===== src/rtl/lsu_pkg.sv =====
// Shared encodings and helpers for the SCCPU load/store unit.
// Lives next to the ALU op defines; bit 3 of an op code marks a store.
package lsu_pkg;

    localparam logic [3:0] LSU_LB  = 4'd0;
    localparam logic [3:0] LSU_LBU = 4'd1;
    localparam logic [3:0] LSU_LH  = 4'd2;
    localparam logic [3:0] LSU_LHU = 4'd3;
    localparam logic [3:0] LSU_LW  = 4'd4;
    localparam logic [3:0] LSU_SB  = 4'd8;
    localparam logic [3:0] LSU_SH  = 4'd9;
    localparam logic [3:0] LSU_SW  = 4'd10;

    typedef enum logic [1:0] {IDLE, REQ, DONE} lsu_state_t;
    typedef enum logic [1:0] {SZ_B, SZ_H, SZ_W} lsu_size_t;

    function automatic logic is_store(input logic [3:0] op);
        return op[3];
    endfunction

    function automatic lsu_size_t size(input logic [3:0] op);
        case (op)
            LSU_LH, LSU_LHU, LSU_SH: return SZ_H;
            LSU_LW, LSU_SW:          return SZ_W;
            default:                 return SZ_B;
        endcase
    endfunction

    function automatic logic is_legal(input logic [3:0] op);
        case (op)
            LSU_LB, LSU_LBU, LSU_LH, LSU_LHU, LSU_LW,
            LSU_SB, LSU_SH, LSU_SW: return 1'b1;
            default:                return 1'b0;
        endcase
    endfunction

endpackage


===== src/rtl/lsu_align.sv =====
// Lane steering for the LSU: byte enables, replicated store data,
// load extraction with sign/zero extension, and misalignment detection.
module lsu_align
    import lsu_pkg::*;
(
    input  logic [3:0]  op,
    input  logic [1:0]  lane,
    input  logic [31:0] wdata,
    input  logic [31:0] mem_rdata,
    output logic [3:0]  be,
    output logic [31:0] st_data,
    output logic [31:0] ld_data,
    output logic        mis
);

    logic [7:0]  ld_byte;
    logic [15:0] ld_half;

    assign ld_byte = mem_rdata[{lane, 3'b000} +: 8];
    assign ld_half = lane[1] ? mem_rdata[31:16] : mem_rdata[15:0];

    always_comb begin
        be      = 4'b1111;
        st_data = wdata;
        ld_data = mem_rdata;
        mis     = 1'b0;
        case (size(op))
            SZ_B: begin
                if (is_store(op))
                    be = 4'b0001 << lane;
                st_data = {4{wdata[7:0]}};
                ld_data = (op == LSU_LB) ? {{24{ld_byte[7]}}, ld_byte}
                                         : {24'd0, ld_byte};
            end
            SZ_H: begin
                if (is_store(op))
                    be = lane[1] ? 4'b1100 : 4'b0011;
                st_data = {2{wdata[15:0]}};
                ld_data = (op == LSU_LH) ? {{16{ld_half[15]}}, ld_half}
                                         : {16'd0, ld_half};
                mis     = lane[0];
            end
            default: mis = (lane != 2'b00);
        endcase
    end

endmodule


===== src/rtl/lsu_stage.sv =====
// Load/store stage behind the ALU: runs one req/ack bus transaction per
// memory instruction, stalling the front end until it completes or times out.
module lsu_stage
    import lsu_pkg::*;
#(
    parameter int TIMEOUT = 16,
    parameter int ADDR_W  = 32
) (
    input  logic              clk,
    input  logic              rst,
    input  logic              op_valid,
    input  logic [3:0]        op_type,
    input  logic [ADDR_W-1:0] addr,
    input  logic [31:0]       wdata,
    output logic              stall,
    output logic [31:0]       rdata,
    output logic              done,
    output logic              misalign,
    output logic              bus_err,
    output logic              mem_req,
    output logic              mem_we,
    output logic [3:0]        mem_be,
    output logic [ADDR_W-1:0] mem_addr,
    output logic [31:0]       mem_wdata,
    input  logic [31:0]       mem_rdata,
    input  logic              mem_ack
);

    lsu_state_t        state, state_nx;
    logic [7:0]        cnt;
    logic [3:0]        op_q;
    logic [ADDR_W-1:0] addr_q;
    logic [31:0]       wdata_q;

    logic [3:0]  sel_op;
    logic [1:0]  sel_lane;
    logic [31:0] sel_wdata;
    logic [3:0]  be;
    logic [31:0] st_data, ld_data;
    logic        mis, legal, issue, issue_bad, tmo;

    // Live inputs are only inspected in IDLE; during REQ the latched op drives the bus.
    assign sel_op    = (state == IDLE) ? op_type    : op_q;
    assign sel_lane  = (state == IDLE) ? addr[1:0]  : addr_q[1:0];
    assign sel_wdata = (state == IDLE) ? wdata      : wdata_q;

    lsu_align u_align (
        .op        (sel_op),
        .lane      (sel_lane),
        .wdata     (sel_wdata),
        .mem_rdata (mem_rdata),
        .be        (be),
        .st_data   (st_data),
        .ld_data   (ld_data),
        .mis       (mis)
    );

    assign legal     = op_valid && is_legal(op_type);
    assign issue     = (state == IDLE) && legal && !mis;
    assign issue_bad = (state == IDLE) && legal && mis;
    assign tmo       = (state == REQ) && !mem_ack && (cnt == 8'(TIMEOUT - 1));

    always_comb begin
        state_nx  = state;
        stall     = 1'b0;
        done      = 1'b0;
        mem_req   = 1'b0;
        mem_we    = 1'b0;
        mem_be    = '0;
        mem_addr  = '0;
        mem_wdata = '0;
        case (state)
            IDLE: begin
                stall = issue;
                if (issue)
                    state_nx = REQ;
            end
            REQ: begin
                stall     = 1'b1;
                mem_req   = 1'b1;
                mem_we    = is_store(op_q);
                mem_be    = be;
                mem_addr  = {addr_q[ADDR_W-1:2], 2'b00};
                mem_wdata = st_data;
                if (mem_ack)
                    state_nx = DONE;
                else if (tmo)
                    state_nx = IDLE;
            end
            DONE: begin
                // op_valid here still belongs to the finishing instruction.
                done     = 1'b1;
                state_nx = IDLE;
            end
            default: state_nx = IDLE;
        endcase
    end

    always_ff @(posedge clk) begin
        if (rst) begin
            state    <= IDLE;
            cnt      <= '0;
            op_q     <= '0;
            addr_q   <= '0;
            wdata_q  <= '0;
            rdata    <= '0;
            misalign <= 1'b0;
            bus_err  <= 1'b0;
        end else begin
            state    <= state_nx;
            misalign <= issue_bad;
            bus_err  <= tmo;
            if (issue) begin
                op_q    <= op_type;
                addr_q  <= addr;
                wdata_q <= wdata;
                cnt     <= '0;
            end
            if (state == REQ) begin
                cnt <= (mem_ack || tmo) ? 8'd0 : cnt + 8'd1;
                if (mem_ack && !is_store(op_q))
                    rdata <= ld_data;
            end
        end
    end

endmodule


===== config.mk =====
export PLATFORM = sky130hd
export DESIGN_NAME = lsu_stage
export DESIGN_NICKNAME = d
export VERILOG_FILES = /design/src/rtl/lsu_pkg.sv /design/src/rtl/lsu_align.sv /design/src/rtl/lsu_stage.sv
export SDC_FILE = /design/constraint.sdc
export NUM_CORES = 1
export LEC_CHECK = 0
export CAP_MARGIN = 40
export CORE_MARGIN = 8
export CORE_UTILIZATION = 25
export DETAILED_ROUTE_END_ITERATION = 10
export SLEW_MARGIN = 20
export SYNTH_ARGS = -nofsm -noshare
export SYNTH_HDL_FRONTEND = slang
export SYNTH_SLANG_ARGS = --single-unit

===== constraint.sdc =====
create_clock -name clk -period 4.3 [get_ports clk]
set_input_delay 1.29 -clock clk [delete_from_list [all_inputs] [get_ports clk]]
set_output_delay 1.29 -clock clk [all_outputs]
set_load 0.02 [all_outputs]

; ---- Yosys cells after proc, flatten, opt, wreduce, memory -nomap -nowiden
; Memories as Yosys holds them, arrays and structs flattened.
; Index checks and enable logic that the tools add are counted.
[classes]
add_sub_neg = 1
eq_ne = 11
shifts = 2
n_mux = 28
n_reduce_logical = 20
[ops]
columns = cell, n
row1 = 32-bit two-way mux, 5
row2 = 32-bit one-hot mux with 2 select lines, 2
row3 = 32-bit by 6-bit indexed part select with 8-bit output, 1
row4 = 8-bit two-way mux, 3
row5 = 4-bit two-way mux, 5
row6 = 16-bit two-way mux, 1
row7 = 8-bit by 1-bit adder with 8-bit output (second input constant), 1
row8 = 4-bit by 2-bit == test with 1-bit output (second input constant), 2
row9 = 4-bit == test (second input constant), 2
row10 = 8-bit by 4-bit == test with 1-bit output (second input constant), 1
row11 = 2-bit two-way mux, 4
row12 = 2-bit one-hot mux with 2 select lines, 2
row13 = 4-bit one-hot mux with 2 select lines, 1
row14 = 1-bit logical AND, 7
row15 = 2-bit by 1-bit == test with 1-bit output (second input constant), 2
row16 = 4-bit by 3-bit == test with 1-bit output (second input constant), 1
row17 = 2-bit logical NOT, 2
row18 = 4-bit logical NOT, 1
row19 = 1-bit one-hot mux with 2 select lines, 2
row20 = 2-bit AND reduction, 2
row21 = 2-bit nonzero test, 2
row22 = 1-bit by 2-bit left shift with 4-bit output (first input constant), 1
row23 = 1-bit logical NOT, 3
row24 = 1-bit two-way mux, 3
row25 = other kinds (6), 6
[totals]
regBits = 112
mem_bits_ro = 16
inputBits = 104
out_inout_bits = 106
wordCells = 71
n_memories = 1
[mem_list]
columns = memory, words, word_bits, read_ports, rd_clocked_by_memory_dff, write_ports, line
row1 = (name not given), 16, 1, 1, 0, 0, lsu_pkg.sv:30  ; case (op)

; ---- Longest topological paths before layout
; Gate-level depths: netlist of the first run.
[depth]
word_depth = 11
depth_mapped = 10
ltp_nobuf = 7

; ---- By module
; From an unflattened synthesis of the first run, not the netlist that was laid out.
[hier_totals]
cells_unflattened = 790
area_unflattened_um2 = 6929.1
[by_module_without_submodules]
columns = module, instances, cells_each, area_per_inst_um2, seq_area_each_um2
row1 = lsu_stage, 1, 637, 5715.5, 2242.2
row2 = lsu_align, 1, 153, 1213.7, 0.0

; ---- Least setup slack after synthesis of the first run
; OpenSTA, ideal clock, no wires.
[synth_path]
path_kind = input port to output port
from = input op_type[2]
to = output mem_wdata[16]
t_arrival_ns = 3.121
required_ns = 3.010
setup_slack_ns = -0.111
cell_stages = 7
path_buffers = 1
cell_sequence = or4b_2 -> o31ai_1 -> a22oi_2 -> nor2_1 -> clkbuf_1 -> nand2_1 -> a21oi_1
[synth_via]
elab_chain_cells = 7
word_cells_on_any_way = 13
[synth_rtl]
columns = element, line
row1 = from (decl), lsu_stage.sv:12  ; input logic [3:0] op_type,
row2 = 4-bit two-way mux (*), lsu_stage.sv:43  ; assign sel_op = (state == IDLE) ? op_type : op_q;
row3 = "4-bit by 2-bit == test with 1-bit output, or another cell as far along", lsu_pkg.sv:22  ; case (op)
row4 = 3-bit OR reduction or 2-bit OR reduction (tied branches), lsu_pkg.sv:22
row5 = 2-bit one-hot mux with 2 select lines (*), lsu_pkg.sv:22
row6 = 2-bit by 1-bit == test with 1-bit output or 2-bit logical NOT (tied branches), lsu_align.sv:27  ; case (size(op))
row7 = 32-bit one-hot mux with 2 select lines (*), lsu_align.sv:27
row8 = 32-bit two-way mux (*), lsu_stage.sv:72  ; case (state)
row9 = to (decl), lsu_stage.sv:24  ; output logic [31:0] mem_wdata,
; Mark *: on every way between the ends. The rest lies on a longest branch, timed or not.

; ---- Final worst setup path of the first run
[layout_path]
from = input op_type[1]
to = output mem_wdata[25]
; The elaborated chain is that of the path after synthesis.

==> flow_metrics.tcl, run 1 <==
set metrics [dict create \
    status "finished with violations" \
    violations "negative setup slack" \
    relSlewSlack 0.472 \
    drv_slew 0 \
    combPwrFrac 0.312 \
    die_y_um 173 \
    io_buffers 207 \
    seq_power_share 0.376 \
    grt_pass1_vias 6738 \
    reg2reg_depth 8 \
    p_per_area_nw_per_um2 317 \
    area_delta_synth_final_pct 55.8 \
    ioPinCount 210 \
    peakVddDrop_uv 169 \
    cp-start-kind "input port" \
    ys.flop_type "dfxtp_1" \
    ys_ff_latch 112 \
    cts_tree "done" \
    avgSynthCellArea_sq_um 8.12 \
    grt_remaining_overflow 0 \
    synth_async_sr_flop_share 0 \
    syn_area_sq_um 6170 \
    h-tree-depth 3 \
    fp.dieW_um 173 \
    numCtsBuffers 9 \
    rsz0062_at_grt "true" \
    cts_sinks 112 \
    swShare 0.332 \
    skew_ns 0.0122 \
    wire_per_inst_um 19.6 \
    worstPathArrival_ns 3.03 \
    rr_endpoint "rdata[24]$_SDFFE_PP0P_" \
    timing.rr.start "state[0]$_SDFFE_PP0P_" \
    placed_area_sq_um 8880 \
    gp_congestion 0.866 \
    path_max_fanout 4 \
    dp_hpwl_um 17100 \
    initial_core_util 0.254 \
    holdPathEnd "addr_q[26]$_SDFFE_PP0P_" \
    drive_gt1_frac 0.212 \
    holdCritPathClass "reg2reg" \
    ant_nets 0 \
    p_sw_w 0.00101 \
    worst_slew_pin_slew_ns 0.791 \
    synth_top_area_cell "dfxtp_1" \
    p_int_w 0.00204 \
    core_sq_um 24300 \
    final_area_sq_um 9620 \
    worstSetupPathType "in2out" \
    drc 0 \
    worstPathRequired_ns 3.01 \
    grt_max_degree 71 \
    drt_iter0_drc 442 \
    hold_viol 0 \
    synth_edf_count 0 \
    rows 57 \
    grt_antenna_before_repair 2 \
    clk_pin_slew_ns 0.08 \
    p_leak_nw 3.35 \
    cts_hold_buf 0 \
    setup_viol 6 \
    total_power_w 0.00305 \
    crit_start "op_type[1]" \
    cts-root-buf "clkbuf_16" \
    totalWireLength_um 25400 \
    synth.distinct_cells 56 \
    grt_use_total 0.165 \
    ys_warn_count 0 \
    drt_first_pass_iters 5 \
    synthTopCellsByArea "dfxtp_1 (36%), o31ai_1 (8.6%), o211ai_1 (8.4%)" \
    via_per_inst 5.20 \
    fin_crit_sh 1.00 \
    ys_seq_area_frac 0.363 \
    clk_latency_ns 0.36 \
    fin_nets 1069 \
    min-delay-start "addr_q[26]$_SDFFE_PP0P_" \
    fmax_ghz 0.232 \
    synth_top_area_frac 0.363 \
    min_period_ns 4.32 \
    drv_cap 0 \
    worstSetupEndpointType "primary output" \
    grt_pass1_wl_um 40000 \
    die_area_sq_um 30000 \
    power_frac_clock 0.312 \
    synth_cells 760 \
    clockBufferDepth 2 \
    setup_ws_ns -0.0182 \
    hold_depth 2 \
    route.vias.total 6730 \
    r2r_slack_ns 1.23 \
]
worst max-delay path, stage by stage:
cell and delay (ns):
buf_8 0.10, or4_4 0.56, o31ai_4 0.09, buf_4 0.16, a22oi_2 0.11, o22ai_4 0.17, buf_6 0.15, o21ai_0 0.10
nor2_1 0.14, buf_4 0.15
registers in the layout, indices dropped and copies added (netlist names):
name,cells
rdata,32
op_q,4
misalign,1
bus_err,1
addr_q,32
state,2
cnt,8
wdata_q,32
cell families after synthesis:
family                     count (synthesis)  synth area share
other                                      1          0.000607
muxes                                     18            0.0349
AOI/OAI and AO/OA                        342             0.390
and+or+nand+nor                          199             0.151
DFF                                      112             0.363
buffers and inverters                     87            0.0584
adders and majority gates                  1           0.00203
cell type report:
type                    instances  area, sq um
diodes                          1         2.50
clock buffers                   9          225
clock inverters                 7          100
fillers                      2476        14700
inverters                       4         15.0
multi-input cells             562         3900
flip-flops and latches        112         2240
well taps                     324          405
repair buffers                275         2730
power groups by stage:
stage,Clock (W),Sequential (W),Combinational [W]
3_3_place_gp,0,0.00117,0.000857
5_1_grt,0.00103,0.00116,0.00102
3_5_place_dp,0,0.00117,0.000860
6_report,0.000951,0.00115,0.000951
2_1_floorplan,0,0.00117,0.000451
4_1_cts,0.000986,0.00115,0.000925
cell usage in the layout (no fill, tap or decap), types with 15 or more instances in the layout:
| cell type | netlist | final |
|---|---|---|
| clkdlybuf4s50_1 | 0 | 174 |
| dfxtp_1 | 112 | 112 |
| a21oi_1 | 96 | 78 |
| buf_4 | 3 | 73 |
| o211ai_1 | 69 | 69 |
| o31ai_1 | 71 | 68 |
| nand2_1 | 75 | 67 |
| nor2_1 | 55 | 52 |
| and2_1 | 39 | 38 |
| a211oi_1 | 18 | 18 |
| a21oi_2 | 0 | 16 |
| a22oi_1 | 15 | 15 |
worst max path at each step:
stage	to	slack [ns]	cells past startpoint
after floorplan	mem_be[0]	-0.06	6
after global placement	mem_wdata[14]	-0.92	10
after detailed placement	mem_wdata[10]	-0.97	10
after CTS	mem_wdata[17]	-0.05	11
after global routing	mem_wdata[10]	-0.09	10
final	mem_wdata[25]	-0.02	10
repair_timing:
item | 4_1_cts | 5_1_grt
setup buffers | 8 | 0
pin swaps | 23 | 8
endpoints found under the setup margin | 29 | 29
resized for setup | 193 | 36
cloned | 4 | 0
endpoints found under the hold margin | 0 | 0
per-stage QoR:
stage	utilization	setup WS (ns)	hold slack (ns)	std cells	TNS [ns]
floorplan	-	-0.0567	0.428	761	-0.227
global placement	0.365	-0.920	0.450	1264	-25.29
detailed placement	0.365	-0.972	0.457	1264	-26.87
CTS	0.388	-0.0538	0.471	1292	-0.585
global route	0.396	-0.0945	0.489	1294	-1.06
finish	0.396	-0.0182	0.466	1294	-0.0481
synthesized netlist by cell type, types with 2 or more instances:
| cell type | n |
|---|---|
| a31oi_1 | 3 |
| mux2_2 | 11 |
| nand2_1 | 75 |
| a311oi_1 | 9 |
| o21ai_0 | 16 |
| buf_2 | 5 |
| nor2_2 | 2 |
| nor3_1 | 3 |
| a211oi_2 | 10 |
| and3_1 | 2 |
| dfxtp_1 | 112 |
| a21oi_1 | 96 |
| inv_1 | 4 |
| nand3_1 | 4 |
| a21o_1 | 7 |
| buf_4 | 3 |
| or4_1 | 2 |
| and2_1 | 39 |
| a211oi_1 | 18 |
| nor3_2 | 2 |
| clkbuf_1 | 74 |
| mux2i_1 | 4 |
| nor2_1 | 55 |
| nand2b_1 | 2 |
| a22oi_1 | 15 |
| o22ai_1 | 9 |
| nor4_1 | 2 |
| o31ai_1 | 71 |
| o211ai_1 | 69 |
| or3_1 | 5 |
| nor4b_1 | 2 |
| o21a_1 | 5 |
routing by layer:
metal,up-vias,track usage,share of wire
li1,3254,-,-
met1,3210,0.215,0.45
met2,223,0.261,0.47
met3,41,0.0362,0.053
met4,2,0.0625,0.029
met5,-,0,0.00051
Note: power is estimated with default switching activity, not from simulation.
==> run 2, diff against run 1 <==
--- a/config.mk
+++ b/config.mk
@@ -5,10 +5,11 @@
 export SDC_FILE = /design/constraint.sdc
 export NUM_CORES = 1
 export LEC_CHECK = 0
-export CAP_MARGIN = 40
+export CAP_MARGIN = 20
 export CORE_MARGIN = 8
 export CORE_UTILIZATION = 25
 export DETAILED_ROUTE_END_ITERATION = 10
+export PLACE_DENSITY = 0.48
 export SLEW_MARGIN = 20
 export SYNTH_ARGS = -nofsm -noshare
 export SYNTH_HDL_FRONTEND = slang
==> run 2 against run 1 <==
  * The flow still finishes with violations (negative setup slack)
  * Critical path depth is the same
  * Design area fell by 1.4%
  * Combinational power is 1% lower
  * Critical path type unchanged
  * Global-route usage is 0.44 points higher
  * Non-clock buffer count increased by 1
  * Clock skew up 0.0022 ns
==> flow_metrics.tcl, run 2 (same netlist as run 1, synthesis figures left out) <==
set metrics [dict create \
    status "finished with violations" \
    violations "negative setup slack" \
    setup_viol 5 \
    numCtsBuffers 9 \
    hold_viol 0 \
    clockBufferDepth 2 \
    multiInputGateArea_sq_um 3880 \
    via_per_inst 5.17 \
    fp.dieW_um 173 \
    final_util 0.390 \
    drive_gt1_frac 0.205 \
    reg_top3 "addr_q x32, rdata x32, wdata_q x32" \
    worstSetupEndpointType "primary output" \
    drv_slew 0 \
    fin_crit_sh 1.00 \
    rsz0062_at_grt "true" \
    grt_pass1_vias 6756 \
    fmax_ghz 0.232 \
    cts-root-buf "clkbuf_16" \
    setup_tns_ns -0.0266 \
    drt_first_pass_iters 4 \
    path_max_fanout 6 \
    final_area_sq_um 9490 \
    area_delta_synth_final_pct 53.7 \
    p_leak_nw 3.31 \
    layout_commonest_cell "clkdlybuf4s50_1" \
    min-delay-start "cnt[7]$_SDFFE_PP0P_" \
    cp-start-kind "input port" \
    ant_nets 0 \
    fillCellCount 2492 \
    hold_depth 1 \
    reg2reg_depth 8 \
    clk_pin_slew_ns 0.08 \
    cts_tree "done" \
    rr_endpoint "rdata[25]$_SDFFE_PP0P_" \
    die_y_um 173 \
    grt_antenna_before_repair 2 \
    ioPinCount 210 \
    grt_pass1_wl_um 41100 \
    h-tree-depth 3 \
    timing.rr.start "state[0]$_SDFFE_PP0P_" \
    r2r_slack_ns 1.25 \
    worstSetupPathType "in2out" \
    mostFrequentLayoutCells "clkdlybuf4s50_1 (173), dfxtp_1 (112), a21oi_1 (83), buf_4 (74), o211ai_1 (69)" \
    peakVddDrop_uv 216 \
    cts_hold_buf 0 \
    core_sq_um 24300 \
    dp_hpwl_um 17600 \
    gp_congestion 0.757 \
    drt_iter0_drc 422 \
    worst_slew_pin_slew_ns 0.882 \
    drv_cap 0 \
    holdPathEnd "cnt[7]$_SDFFE_PP0P_" \
    route.vias.total 6693 \
    cts_sinks 112 \
    worstPathArrival_ns 3.02 \
    io_buffers 207 \
    p_per_area_nw_per_um2 308 \
    clk_latency_ns 0.37 \
    worstPathRequired_ns 3.01 \
    holdCritPathClass "reg2reg" \
    setup_ws_ns -0.00822 \
    relSlewSlack 0.412 \
    placed_area_sq_um 8870 \
    fin_nets 1070 \
    grt_max_degree 71 \
    grt_remaining_overflow 0 \
    grt_use_total 0.169 \
    wire_per_inst_um 20.4 \
    rows 57 \
    initial_core_util 0.254 \
    drc 0 \
    die_area_sq_um 30000 \
    min_period_ns 4.31 \
    ff_latch_area_sq_um 2240 \
    totalWireLength_um 26400 \
    skew_ns 0.0144 \
]
-- run 2: through the flow --
step | cells | hold slack [ns] | setup WS, ns | power, W
2_1_floorplan | 761 | 0.428 | -0.0567 | 0.00162
4_1_cts | 1291 | 0.467 | 0.00472 | 0.00293
3_3_place_gp | 1264 | 0.452 | -0.918 | 0.00203
6_report | 1295 | 0.465 | -0.00822 | 0.00293
3_5_place_dp | 1264 | 0.452 | -0.968 | 0.00204
5_1_grt | 1295 | 0.484 | -0.0506 | 0.00307
-- run 2: final cells by class --
class,count,share of cell area
Tap cell,324,0.0427
Clock inverter,6,0.00527
Timing Repair Buffer,276,0.281
Multi-Input combinational cell,562,0.409
Antenna cell,1,0.000264
Inverter,4,0.00158
Sequential cell,112,0.236
Clock buffer,10,0.0241
-- run 2: timing repair --
action                     CTS  global route
setup endpoints to repair   29            29
pin swaps                    7            18
resized for setup          166            55
cloned                       3             1
setup buffers                8             2
-- run 2: metal layers --
layer | wire length (um) | part of all wire | global-route usage | vias up
li1 | - | - | - | 3263
met3 | 1300 | 0.049 | 0.0359 | 21
met2 | 12000 | 0.45 | 0.271 | 182
met4 | 355 | 0.013 | 0.0402 | 2
met1 | 12700 | 0.48 | 0.228 | 3225
met5 | 10 | 0.00038 | 0 | -
-- run 2: worst max path at each step --
stage	start	to	cells after the start
floorplan	op_type[2]	mem_be[0]	6
global placement	op_type[2]	mem_be[1]	8
detailed placement	op_type[2]	mem_be[1]	8
CTS	op_type[0]	mem_wdata[11]	8
global route	op_type[1]	mem_wdata[19]	10
finish	op_type[1]	mem_wdata[18]	10
-- run 2: power breakdown --
group          switching [W]  internal, W  total [W]  leakage, nW
registers          0.0000486      0.00110    0.00115        0.912
clock network       0.000436     0.000403   0.000838        0.130
logic               0.000531     0.000409   0.000941         2.27
total                0.00102      0.00191    0.00293         3.31
-- run 2: worst max-delay path, cell delays in order --
cell     delay [ns]
buf_6          0.10
or4_4          0.55
o31ai_4        0.09
a22o_1         0.26
nand2_4        0.15
buf_6          0.16
buf_16         0.14
nand2_2        0.07
a21oi_2        0.06
buf_6          0.14
==> RTL change (flow settings as in run 2) <==
Encoding of `lsu_state_t`: now one-hot (3 bits for 3 states).
--- a/src/rtl/lsu_pkg.sv
+++ b/src/rtl/lsu_pkg.sv
@@ -11,7 +11,7 @@
     localparam logic [3:0] LSU_SH  = 4'd9;
     localparam logic [3:0] LSU_SW  = 4'd10;
 
-    typedef enum logic [1:0] {IDLE, REQ, DONE} lsu_state_t;
+    typedef enum logic [2:0] {IDLE = 3'b001, REQ = 3'b010, DONE = 3'b100} lsu_state_t;
     typedef enum logic [1:0] {SZ_B, SZ_H, SZ_W} lsu_size_t;
 
     function automatic logic is_store(input logic [3:0] op);
Formal check against the unedited RTL: same outputs for any inputs over 4 cycles, from zero or initial values and one cycle with rst high; so few cycles prove little.
==> RTL change against run 2 <==
Sequential cell count up 1. Highest routed layer unchanged. Synthesized area up 3.6%. Setup slack better by 0.097 ns. Worst hold slack improved by 0.013 ns. Clock power is 77% higher. Wire length is 7.5% lower. First-iteration DRC count is 6.6% higher. Die area is 3.3% higher. Final area rose by 1.7%. Largest cell class unchanged. Cell count grew 5.7%. Total power increased by 8.0%. Maximum frequency is 2.3% higher. Critical path type unchanged.
==> RTL change: results (changes against run 2) <==
stage;metric;value;unit;change
routing;met2 wire length;11.1;mm;-7.3%
global_route;initial antenna violation count;1;;-1
yosys;Synth top cells by count;o21ai_0, dfxtp_1, nand2b_1;;
routing;Routed met1 length;11.2;mm;-12%
global_route;number of global-route vias before repair;6461;;-4.4%
placed_design;Final HPWL DP;17.4;mm;-1.2%
routing;Initial DRT Pass Iterations;7;;+3
global_route;overall routing resource usage;15.8;%;-1.1 points
layout;ANT cells;0;;-1
yosys;Unique masters post-synth;57;;+1.8%
clocking;CTS buffer count;17;;+8
global_route;GR Layer Usage met1;20.1;%;-2.7 points
placed_design;RePlAce Congestion;0.788;;+4.1%
pwr;Reg power frac;35.7;%;-3.5 points
placed_design;Placement Setup Slack;-0.760;ns;+0.208 ns
pwr;maximum VDD drop;0.174;mV;-19%
global_route;first-pass GRT wire length;38.6;mm;-6.0%
placed_design;Post-Place Cells;1330;;+5.2%
yosys;Synth area leaders;dfxtp_1, o21ai_0, nand2b_1, nor2b_1, mux2i_1;;
pwr;Pint;2.31;mW;+21%
outcome;status;finished clean;;
pwr;combinational cell power;0.558;mW;-41%
setup_path;CP Data Arrival Time;2.92;ns;-0.10 ns
setup_path;slowest CP cell;a221oi_2;;
routing;Vias/cell;4.68;;-9.5%
routing;Iter 0 DRT Violations;450;;+6.6%
layout;Post-Layout Cell Count;1369;;+5.7%
yosys;sequential area share after synthesis;35.4;%;-0.96 points
timing;Rel. slew slack;48.0;%;+6.8 points
global_route;met3 Use GR;5.08;%;+1.5 points
[RTL change: cell types whose count changed after synthesis, moves of 28 or more]
cell / change
a21oi_1: -63
mux2i_1: +28
nand2b_1: +76
nor2b_1: +69
o211ai_1: -67
o21ai_0: +127
o31ai_1: -70
[RTL change: worst paths after layout]
path	startpoint	to	slack, ns	cells after the start
worst max register to register	state[0]	wdata_q[5]	1.12	9
worst min register to register	rdata[0]	rdata[0]	0.48	2
worst max-delay path	op_type[1]	mem_wdata[28]	0.09	10
worst min-delay path	rdata[0]	rdata[0]	0.48	2
[RTL change: layout make-up]
cell class                 instances  area, um2
clock inverter                    10        134
multi-input combinational        635       3930
tap                              330        413
sequential                       113       2260
clock buffer                      21        470
inverter                           5       18.8
timing repair buffer             255       2420
fill                            2578      15500
[RTL change: kinds of logic (layout without fill, tap and decap cells)]
family,count (synthesis),in the layout,synth area share (%)
AND/OR/NAND/NOR,339,339,28.9
AO/OA/AOI/OAI,258,258,24.5
flip-flops,113,113,35.4
buffers and inverters,75,291,5.34
multiplexers,33,33,5.36
XOR/XNOR,2,2,0.274
adder cells (fa/ha/maj),1,1,0.196
other,1,2,0.0586
[RTL change: metrics by stage]
stage	hold slack [ns]	utilization (%)	area (um2)
6_report	0.478	38.3	9650
5_1_grt	0.505	38.3	9650
3_5_place_dp	0.464	35.8	9020
3_3_place_gp	0.447	35.8	9020
4_1_cts	0.480	38.4	9670
2_1_floorplan	0.462	-	6480
[RTL change: worst min-delay path: stages, from the launching register on]
cell and delay (ns):
dfxtp_1 0.33, nand2_1 0.06, o221ai_1 0.06
[RTL change: what timing repair did]
action / CTS / global route
buffers inserted: 8 / 0
pin swaps: 6 / 1
gates resized for setup: 109 / 14
endpoints found under the setup margin: 29 / 20
